File: src/rtl/finish_sequencer.sv
// End-of-race sequencer: detects a finisher, blinks the FINISH banner for a number
// of frame phases, holds it steady, then requests a restart and waits for positions to clear.
module finish_sequencer #(
  parameter int GOAL_TILE    = 10,
  parameter int BLINK_FRAMES = 15,
  parameter int BLINK_PHASES = 6,
  parameter int HOLD_FRAMES  = 180
) (
  input  logic       clk,
  input  logic       reset,
  input  logic       vsync,
  input  logic       game_active,
  input  logic [3:0] p1_pos,
  input  logic [3:0] p2_pos,
  output logic       finish_en,
  output logic [1:0] winner,
  output logic       restart_req,
  output logic       busy
);

  localparam int FMAX = (BLINK_FRAMES > HOLD_FRAMES) ? BLINK_FRAMES : HOLD_FRAMES;
  localparam int FW   = (FMAX > 1) ? $clog2(FMAX) : 1;
  localparam int PW   = (BLINK_PHASES > 1) ? $clog2(BLINK_PHASES) : 1;

  localparam logic [3:0]    GOAL       = 4'(GOAL_TILE);
  localparam logic [FW-1:0] BLINK_LAST = FW'(BLINK_FRAMES - 1);
  localparam logic [FW-1:0] HOLD_LAST  = FW'(HOLD_FRAMES - 1);
  localparam logic [PW-1:0] PHASE_LAST = PW'(BLINK_PHASES - 1);
  localparam logic [FW-1:0] F_ONE      = FW'(1);
  localparam logic [PW-1:0] P_ONE      = PW'(1);

  localparam logic [1:0] IDLE  = 2'd0;
  localparam logic [1:0] BLINK = 2'd1;
  localparam logic [1:0] HOLD  = 2'd2;
  localparam logic [1:0] REARM = 2'd3;

  logic [1:0]    state_q, state_d;
  logic [FW-1:0] frame_cnt_q, frame_cnt_d;
  logic [PW-1:0] phase_cnt_q, phase_cnt_d;
  logic          vsync_d_q, vsync_d_d;
  logic          finish_en_q, finish_en_d;
  logic [1:0]    winner_q, winner_d;
  logic          restart_req_q, restart_req_d;
  logic          busy_q, busy_d;

  logic frame_tick;
  logic p1_hit, p2_hit;

  assign frame_tick = vsync & ~vsync_d_q;
  assign p1_hit     = (p1_pos >= GOAL);
  assign p2_hit     = (p2_pos >= GOAL);

  always_comb begin
    state_d       = state_q;
    frame_cnt_d   = frame_cnt_q;
    phase_cnt_d   = phase_cnt_q;
    finish_en_d   = finish_en_q;
    winner_d      = winner_q;
    restart_req_d = 1'b0;
    vsync_d_d     = vsync;

    case (state_q)
      IDLE: begin
        if (game_active && (p1_hit || p2_hit)) begin
          state_d     = BLINK;
          winner_d    = {p2_hit, p1_hit};
          frame_cnt_d = '0;
          phase_cnt_d = '0;
          finish_en_d = 1'b1;
        end
      end
      BLINK: begin
        if (frame_tick) begin
          if (frame_cnt_q == BLINK_LAST) begin
            frame_cnt_d = '0;
            // Last phase ends in a steady banner rather than another toggle.
            if (phase_cnt_q == PHASE_LAST) begin
              state_d     = HOLD;
              finish_en_d = 1'b1;
            end else begin
              finish_en_d = ~finish_en_q;
              phase_cnt_d = phase_cnt_q + P_ONE;
            end
          end else begin
            frame_cnt_d = frame_cnt_q + F_ONE;
          end
        end
      end
      HOLD: begin
        finish_en_d = 1'b1;
        if (frame_tick) begin
          if (frame_cnt_q == HOLD_LAST) begin
            restart_req_d = 1'b1;
            finish_en_d   = 1'b0;
            frame_cnt_d   = '0;
            state_d       = REARM;
          end else begin
            frame_cnt_d = frame_cnt_q + F_ONE;
          end
        end
      end
      REARM: begin
        // Positions left at the goal from the finished race must not retrigger.
        if (!p1_hit && !p2_hit) begin
          state_d  = IDLE;
          winner_d = 2'b00;
        end
      end
      default: state_d = IDLE;
    endcase

    busy_d = (state_d != IDLE);
  end

  always_ff @(posedge clk) begin
    if (reset) begin
      state_q       <= IDLE;
      frame_cnt_q   <= '0;
      phase_cnt_q   <= '0;
      vsync_d_q     <= 1'b0;
      finish_en_q   <= 1'b0;
      winner_q      <= 2'b00;
      restart_req_q <= 1'b0;
      busy_q        <= 1'b0;
    end else begin
      state_q       <= state_d;
      frame_cnt_q   <= frame_cnt_d;
      phase_cnt_q   <= phase_cnt_d;
      vsync_d_q     <= vsync_d_d;
      finish_en_q   <= finish_en_d;
      winner_q      <= winner_d;
      restart_req_q <= restart_req_d;
      busy_q        <= busy_d;
    end
  end

  assign finish_en   = finish_en_q;
  assign winner      = winner_q;
  assign restart_req = restart_req_q;
  assign busy        = busy_q;

endmodule

File: config.mk
export PLATFORM = sky130hd
export DESIGN_NAME = finish_sequencer
export DESIGN_NICKNAME = d
export VERILOG_FILES = /design/src/rtl/finish_sequencer.sv
export SDC_FILE = /design/constraint.sdc
export NUM_CORES = 1
export LEC_CHECK = 0
export ABC_CLOCK_PERIOD_IN_PS = 1900
export CORE_MARGIN = 5
export CORE_UTILIZATION = 25
export CTS_CLUSTER_DIAMETER = 100
export DETAILED_ROUTE_END_ITERATION = 8
export PLACE_DENSITY = 0.42
export REMOVE_ABC_BUFFERS = 1
export SETUP_SLACK_MARGIN = 0.05
export SLEW_MARGIN = 25
export SYNTH_ARGS = -nofsm -noshare
export SYNTH_HDL_FRONTEND = slang
export SYNTH_SLANG_ARGS = --single-unit
File: constraint.sdc
create_clock -name clk -period 1.9 [get_ports clk]
set_input_delay 0.38 -clock clk [delete_from_list [all_inputs] [get_ports clk]]
set_output_delay 0.38 -clock clk [all_outputs]
set_load 0.005 [all_outputs]
== Yosys cells after proc, flatten, opt, wreduce, memory -nomap -nowiden ==
Index checks and enable logic that the tools add are counted.
Storage, ports and cells
  output and inout port bits: 5
  bits in registers: 19
  input bits: 12
  word-level logic and storage cells: 74
Cells by class
  bitwise logic cells: 5
  magnitude comparators: 2
  $add $sub $neg: 2
  eq/ne operators: 12
  reductions and logical operators: 15
  multiplexer cells: 30
Operators with widths (number)
  8-bit 2-to-1 mux: 5
  8-bit case mux with 3 select lines: 1
  2-bit 2-to-1 mux: 9
  3-bit 2-to-1 mux: 4
  2-bit != test, second input constant: 6
  8-bit by 1-bit adder with 8-bit output, second input constant: 1
  8-bit by 4-bit equality test with 1-bit output, second input constant: 1
  8-bit equality test, second input constant: 1
  4-bit >= comparator, second input constant: 2
  2-bit case mux with 4 select lines: 1
  4-bit AND reduction: 2
  1-bit 2-to-1 mux: 7
  3-bit case mux with 2 select lines: 1
  2-bit nonzero test: 3
  5-bit AND reduction: 1
  2-bit equality test, second input constant: 2
  1-bit inverter: 4
  2-bit case mux with 2 select lines: 1
  3-bit by 1-bit adder with 3-bit output, second input constant: 1
  3-bit equality test, second input constant: 1
  1-bit case mux with 3 select lines: 1
  3-bit AND reduction: 1
  3-bit nonzero test: 1
  3-bit OR reduction: 1
  other kinds (6): 8

== Longest topological paths before layout ==
Gate-level depths: netlist (run 1).
  word-level depth: 6
  depth in mapped cells: 7
  depth with buffers taken out: 6

== Least setup slack after synthesis (run 1) ==
No wires, ideal clock.
  path type: reg2reg
  from: reg state_q[0]
  to: reg frame_cnt_q[7]
  cell stages (with the launch flop): 7
  library setup time: 0.086 ns
  path buffers: 0
  arrival time: 1.719 ns
  data required time: 1.814 ns
  setup slack: 0.095 ns
  period minus slack after synthesis: 1.805 ns
  cell sequence: dfxtp_1 inv_1 ha_1 nor2_2 o2111ai_1 or4_1 a221oi_2
Between the ends
  word-level cells in the longest chain between the ends: 3
  elaborated cells on any way between the ends: 9
  classes of those cells: eq/ne (5); mux (1); reduce/logical (3)
RTL lines
  from (decl): line 37  | logic [1:0] state_q, state_d;
  from (signal assigned): line 126  | state_q <= state_d;
  2-bit by 1-bit equality test with 1-bit output (tied with other cells): line 62  | case (state_q)
  2-bit != test (no source line) / 3-bit nonzero test (equally long branches)
  4-bit AND reduction (no source line)
  to (signal assigned): line 127  | frame_cnt_q <= frame_cnt_d;
  to (decl): line 38  | logic [FW-1:0] frame_cnt_q, frame_cnt_d;
Parallel ways exist; a longest one is shown, timed or not.
A chain may end at the register's enable or synchronous reset.

== Worst setup path after layout (run 1) ==
  from: in p1_pos[2]
  to: reg frame_cnt_q[1]
Between the ends
  word-level cells in the longest chain between the ends: 5
RTL lines
  from (decl): line 13  | input logic [3:0] p1_pos,
  4-bit >= comparator: line 50  | assign p1_hit = (p1_pos >= GOAL);
  1-bit logical OR: line 64  | if (game_active && (p1_hit || p2_hit)) begin
  1-bit logical AND: line 64
  2-bit != test (no source line)
  4-bit AND reduction (no source line)
Every way passes these cells.

==> results.sh, run 1 <==
export IMPL_finalCritPeriodShare_pct=94.8
export IMPL_p_clk_share_pct=29.1
export IMPL_synth_edf_count=0
export IMPL_total_power_uw=1040
export IMPL_worst_r2r_startpoint="frame_cnt_q[0]"
export IMPL_grt_first_pass_wirelength_um=6390
export IMPL_area_growth_pct=41.5
export IMPL_outcome="complete, no violations"
export IMPL_rsz0062_at_grt="false"
export IMPL_yosysSeqAreaShare_pct=29.0
export IMPL_finalSetupViolations=0
export IMPL_fin_nets=210
export IMPL_clk_path_buf_depth=2
export IMPL_synth_distinct_cells=51
export IMPL_power_density_nw_per_um2=558
export IMPL_top_level_ports=17
export IMPL_place_detailed_hpwl_um=3020
export IMPL_cap_viol_max_count=0
export IMPL_vias=1393
export IMPL_n_fill_cell=529
export IMPL_avgViaCountPerCell=5.40
export IMPL_cp_slowest_stage_delay_ns=0.51
export IMPL_p_sw_share_pct=31.0
export IMPL_cts_buffers=3
export IMPL_crit_arrival_ns=1.99
export IMPL_die_y_um=82.5
export IMPL_grt_usage_pct=12.3
export IMPL_die_area_um2=6800
export IMPL_first_global_vias=1343
export IMPL_slew_headroom_pct=67.9
export IMPL_synthFlopType="dfxtp_1"
export IMPL_finalWeightedCongestion=0.861
export IMPL_slew_viol_final=0
export IMPL_mostFrequentLayoutCells="buf_4, dfxtp_1, nand2_1, clkdlybuf4s50_1"
export IMPL_clk_latency_ns=0.26
export IMPL_cp_max_fo=6
export IMPL_avgSynthCellArea_um2=8.88
export IMPL_multi_input_area_um2=953
export IMPL_critPathRequiredTime_ns=2.09
export IMPL_htree_levels=1
export IMPL_grt_max_degree=18
export IMPL_syn_cell_area_um2=1310
export IMPL_path_class="input pin to flop"
export IMPL_min_from="phase_cnt_q[1]"
export IMPL_initial_core_util_pct=25.7
export IMPL_final_common_cell="buf_4"
export IMPL_routedWlPerCell_um=16.9
export IMPL_crit_family="buffers and inverters"
export IMPL_final_antenna_net_count=0
export IMPL_sequentialPowerShare_pct=41.0
export IMPL_holdPathStages=2
export IMPL_drc=0
export IMPL_io_buffers=14
export IMPL_finalCriticalPeriod_ns=1.80
export IMPL_p_leak_uw=0.000668
export IMPL_hold_class="flop to flop"
export IMPL_pre_cts_ws_ns=-0.272
export IMPL_cp_start_kind="input pin"
export IMPL_tightest_slew_ns=0.480
export IMPL_end_kind="flop"
export IMPL_cts_sinks=19
export IMPL_dr_pass1_iters=4
export IMPL_p_int_uw=715
export IMPL_reg2reg_to="busy"
export IMPL_critical_path_buf_inv_count=3
export IMPL_vdd_drop_max_mv=0.324
export IMPL_combPwrFrac_pct=29.9
export IMPL_cp_cell_sequence="clkdlybuf4s50_1, o211a_4, nor3b_4, buf_12, buf_4, or3_1, a221oi_2"
export IMPL_max_freq_ghz=0.555
export IMPL_drive_above_1_share_pct=29.8
export IMPL_timing_final_hold_violations=0
export IMPL_r2r_setup_slack_ns=0.11
export IMPL_cts_root_buf="clkbuf_8"
export IMPL_fin_skew_ns=0.00231
export IMPL_antenna_cells=0
export IMPL_overflow=0
export IMPL_worst_hold_path_endpoint="phase_cnt_q[1]"
export IMPL_synth_seq_cells=19
export IMPL_die_x_um=82.5
export IMPL_cts_hold_buffers_added=0
export IMPL_cts_clk_slew_worst_paths_ns=0.08
export IMPL_ff2ff_path_depth=6
export IMPL_dr_first_iter_drc_count=154
export IMPL_setup_ws_ns=0.0987
export IMPL_syn_inst=148
export IMPL_power_switching_uw=322
export IMPL_regArea_um2=382
export IMPL_antenna_found_initial=0
export IMPL_wl_um=4350
export IMPL_cts_tree="done"
export IMPL_slowest_stage="clkdlybuf4s50_1"
export IMPL_async_flop_share_pct=0
export IMPL_core_area_um2=5110
export IMPL_ys_warnings_count=0
export IMPL_num_rows=26
## worst reg2reg max path, cell delays in order (launching register included)
cell and delay (ns):
dfxtp_1 0.39, inv_1 0.10, ha_1 0.21, and4b_1 0.27, nand3_1 0.13, a211oi_1 0.40
o221ai_1 0.16
## final cells by class
| type | count | area share, % |
|---|---|---|
| Tap cell | 70 | 4.71 |
| Clock buffer | 4 | 2.42 |
| Multi-Input combinational cell | 116 | 51.3 |
| Timing Repair Buffer | 40 | 19.2 |
| Inverter | 9 | 1.88 |
| Sequential cell | 19 | 20.5 |
## through the flow
step	area (um2)	TNS [ns]	cells	hold slack (ns)	utilization, %
floorplan	1290	0	143	0.446	-
global placement	1710	-1.76	252	0.462	33.4
detailed placement	1710	-2.16	252	0.482	33.4
CTS	1770	0	256	0.493	34.6
global route	1860	0	258	0.528	36.4
finish	1860	0	258	0.487	36.4
## power by group through the flow
stage	registers [uW]	clock network (uW)	logic (uW)
6_report	425	302	310
5_1_grt	427	322	335
4_1_cts	425	306	273
3_5_place_dp	434	0	269
3_3_place_gp	433	0	265
2_1_floorplan	434	0	125
## worst max path at each step
| stage | startpoint | end | slack, ns | cells after the start |
|---|---|---|---|---|
| floorplan | state_q[1] | frame_cnt_q[7] | 0.04 | 6 |
| global placement | game_active | frame_cnt_q[4] | -0.23 | 6 |
| detailed placement | game_active | frame_cnt_q[5] | -0.27 | 6 |
| CTS | p2_pos[2] | frame_cnt_q[5] | 0.05 | 6 |
| global route | frame_cnt_q[0] | busy | 0.007 | 6 |
| finish | p1_pos[2] | frame_cnt_q[1] | 0.1 | 7 |
## per-layer routing
layer,vias up,global-route usage [%],share of wire (%)
met1,687,17.0,47
met4,0,6.37,1.2
li1,673,-,-
met5,-,0,0
met2,28,18.5,48
met3,5,1.74,2.9
## synth_stat cells (2+ instances only)
cell / n / area, um2
or3_1: 3 / 18.8
nand3_1: 4 / 20.0
clkbuf_1: 3 / 11.3
nand4_1: 4 / 25.0
a221oi_1: 5 / 43.8
a31oi_1: 3 / 18.8
o31ai_1: 4 / 30.0
nor2b_1: 2 / 12.5
o211a_1: 2 / 20.0
or4_1: 5 / 37.5
o21ai_0: 6 / 30.0
dfxtp_1: 19 / 380
ha_1: 9 / 113
nor2_1: 5 / 18.8
inv_1: 7 / 26.3
a211oi_1: 6 / 45.0
buf_2: 2 / 10.0
a21oi_1: 2 / 10.0
o2111ai_1: 8 / 70.1
nand2_1: 9 / 33.8
o211ai_1: 3 / 22.5
o21ai_1: 3 / 15.0
or2_2: 2 / 12.5
o41ai_1: 2 / 17.5
mux2i_1: 3 / 30.0
nor4_1: 2 / 12.5
## flip-flops by register name, indices dropped and copies added, names as in the netlist
register and flops:
frame_cnt_q 8, phase_cnt_q 3, state_q 2, winner 2
busy 1, finish_en 1, restart_req 1, vsync_d_q 1
## cells by family (layout without fill, tap and decap cells)
| family | count (synthesis) | after routing | share of synthesized area [%] |
|---|---|---|---|
| flops | 19 | 19 | 29.0 |
| fa+ha+maj | 9 | 9 | 8.57 |
| simple gates | 48 | 49 | 23.1 |
| mux | 3 | 3 | 2.29 |
| compound gates | 55 | 55 | 32.8 |
| buf+inv | 14 | 53 | 4.29 |
## timing repair
item / 4_1_cts / 5_1_grt
buffers inserted: 0 / 2
endpoints found under the hold margin: 0 / 0
resized for setup: 4 / 14
gates cloned: 0 / 1
endpoints found under the setup margin: 6 / 6
pin swaps: 4 / 5
(Power assumes the default switching activity.)
==> run 2, diff against run 1 <==
--- a/config.mk
+++ b/config.mk
@@ -13,6 +13,7 @@
 export PLACE_DENSITY = 0.42
 export REMOVE_ABC_BUFFERS = 1
 export SETUP_SLACK_MARGIN = 0.05
+export SKIP_CTS_REPAIR_TIMING = 1
 export SLEW_MARGIN = 25
 export SYNTH_ARGS = -nofsm -noshare
 export SYNTH_HDL_FRONTEND = slang
==> results.sh, run 2 (synthesis results as in run 1) <==
export IMPL_outcome="complete, no violations"
export IMPL_crit_arrival_ns=1.98
export IMPL_cts_buffers=3
export IMPL_drive_above_1_share_pct=30.0
export IMPL_die_x_um=82.5
export IMPL_finalSetupViolations=0
export IMPL_htree_levels=1
export IMPL_timing_final_hold_violations=0
export IMPL_fin_nets=212
export IMPL_crit_family="simple AND/OR/NAND/NOR gates"
export IMPL_end_kind="flop"
export IMPL_cts_clk_slew_worst_paths_ns=0.08
export IMPL_io_buffers=14
export IMPL_final_util_pct=36.7
export IMPL_grt_first_pass_wirelength_um=6380
export IMPL_hold_class="flop to flop"
export IMPL_final_antenna_net_count=0
export IMPL_initial_core_util_pct=25.7
export IMPL_cap_viol_max_count=0
export IMPL_grt_usage_pct=12.3
export IMPL_grt_max_degree=18
export IMPL_total_power_uw=1040
export IMPL_clk_latency_ns=0.26
export IMPL_rsz0062_at_grt="true"
export IMPL_p_leak_uw=0.000688
export IMPL_drc=0
export IMPL_finalCritPeriodShare_pct=95.0
export IMPL_dr_first_iter_drc_count=143
export IMPL_cp_slowest_stage_delay_ns=0.52
export IMPL_hold_ws_ns=0.487
export IMPL_wl_met2_um=2030
export IMPL_overflow=0
export IMPL_slew_headroom_pct=68.2
export IMPL_first_global_vias=1332
export IMPL_top_layer="met4"
export IMPL_cp_max_fo=6
export IMPL_power_density_nw_per_um2=556
export IMPL_wl_met3_um=98
export IMPL_place_detailed_hpwl_um=3020
export IMPL_routedWlPerCell_um=16.5
export IMPL_cts_root_buf="clkbuf_8"
export IMPL_placement_cell_area_um2=1710
export IMPL_clk_path_buf_depth=2
export IMPL_cts_sinks=19
export IMPL_vias=1371
export IMPL_met1_length_um=2120
export IMPL_vdd_drop_max_mv=0.325
export IMPL_finalCriticalPeriod_ns=1.81
export IMPL_tightest_slew_ns=0.474
export IMPL_die_area_um2=6800
export IMPL_path_class="input pin to flop"
export IMPL_critPathRequiredTime_ns=2.08
export IMPL_placed_cells=252
export IMPL_largest_reg_flops=8
export IMPL_final_common_cell="buf_4"
export IMPL_wl_um=4300
export IMPL_cp_cell_sequence="clkdlybuf4s50_1, o211a_4, nor3b_2, or4_1, a221oi_1"
export IMPL_cp_start_kind="input pin"
export IMPL_max_freq_ghz=0.554
export IMPL_reg_top3="frame_cnt_q: 8 flops, phase_cnt_q: 3 flops"
export IMPL_cts_tree="done"
export IMPL_critical_path_buf_inv_count=1
export IMPL_mostFrequentLayoutCells="buf_4, dfxtp_1, nand2_1, clkdlybuf4s50_1"
export IMPL_slowest_stage="or4_1"
export IMPL_core_area_um2=5110
export IMPL_fin_skew_ns=0.00157
export IMPL_antenna_cells=0
export IMPL_die_y_um=82.5
export IMPL_max_flop_register="frame_cnt_q"
export IMPL_antenna_found_initial=0
export IMPL_num_rows=26
export IMPL_design_area_um2=1870
export IMPL_finalWeightedCongestion=0.861
export IMPL_area_growth_pct=42.6
export IMPL_slew_viol_final=0
export IMPL_final_cells=260
export IMPL_dr_pass1_iters=6
export IMPL_top_level_ports=17
export IMPL_avgViaCountPerCell=5.27
run 2: report_power, final:
| group | switching, uW | internal, uW |
|---|---|---|
| Clock | 155 | 150 |
| Sequential | 11.3 | 414 |
| Combinational | 156 | 156 |
| Total | 322 | 720 |
run 2: worst register-to-register path, delay by kind of cell (launching register included):
family,cells,cell delay [ns]
and+or+nand+nor,2,0.41
buffers and inverters,1,0.09
adders and majority gates,1,0.20
AOI/OAI and AO/OA,2,0.56
DFF,1,0.37
run 2: area by class of cell:
type / count / area, um2
Sequential cell: 19 / 383
Inverter: 9 / 35.0
Timing Repair Buffer: 42 / 375
Clock buffer: 4 / 45.0
Fill cell: 529 / 3230
Tap cell: 70 / 87.6
Multi-Input combinational cell: 116 / 947
run 2: per-stage QoR:
step	setup slack [ns]	setup TNS [ns]
floorplan	0.0397	0
global placement	-0.232	-1.76
detailed placement	-0.272	-2.16
CTS	-0.0000222	-0.0000222
global route	0.0232	0
finish	0.0941	0
run 2: worst paths after layout:
kind	from	end	slack [ns]	cells after the start
setup / recovery	p1_pos[2]	frame_cnt_q[4]	0.09	5
hold / removal	phase_cnt_q[1]	phase_cnt_q[1]	0.49	2
setup reg to reg	frame_cnt_q[0]	busy	0.14	6
hold reg to reg	phase_cnt_q[1]	phase_cnt_q[1]	0.49	2
run 2: per-layer routing:
metal	track usage, %	vias to the layer above
met5	0	-
met4	6.54	0
met3	1.74	6
met2	18.3	27
met1	17.0	660
li1	-	678
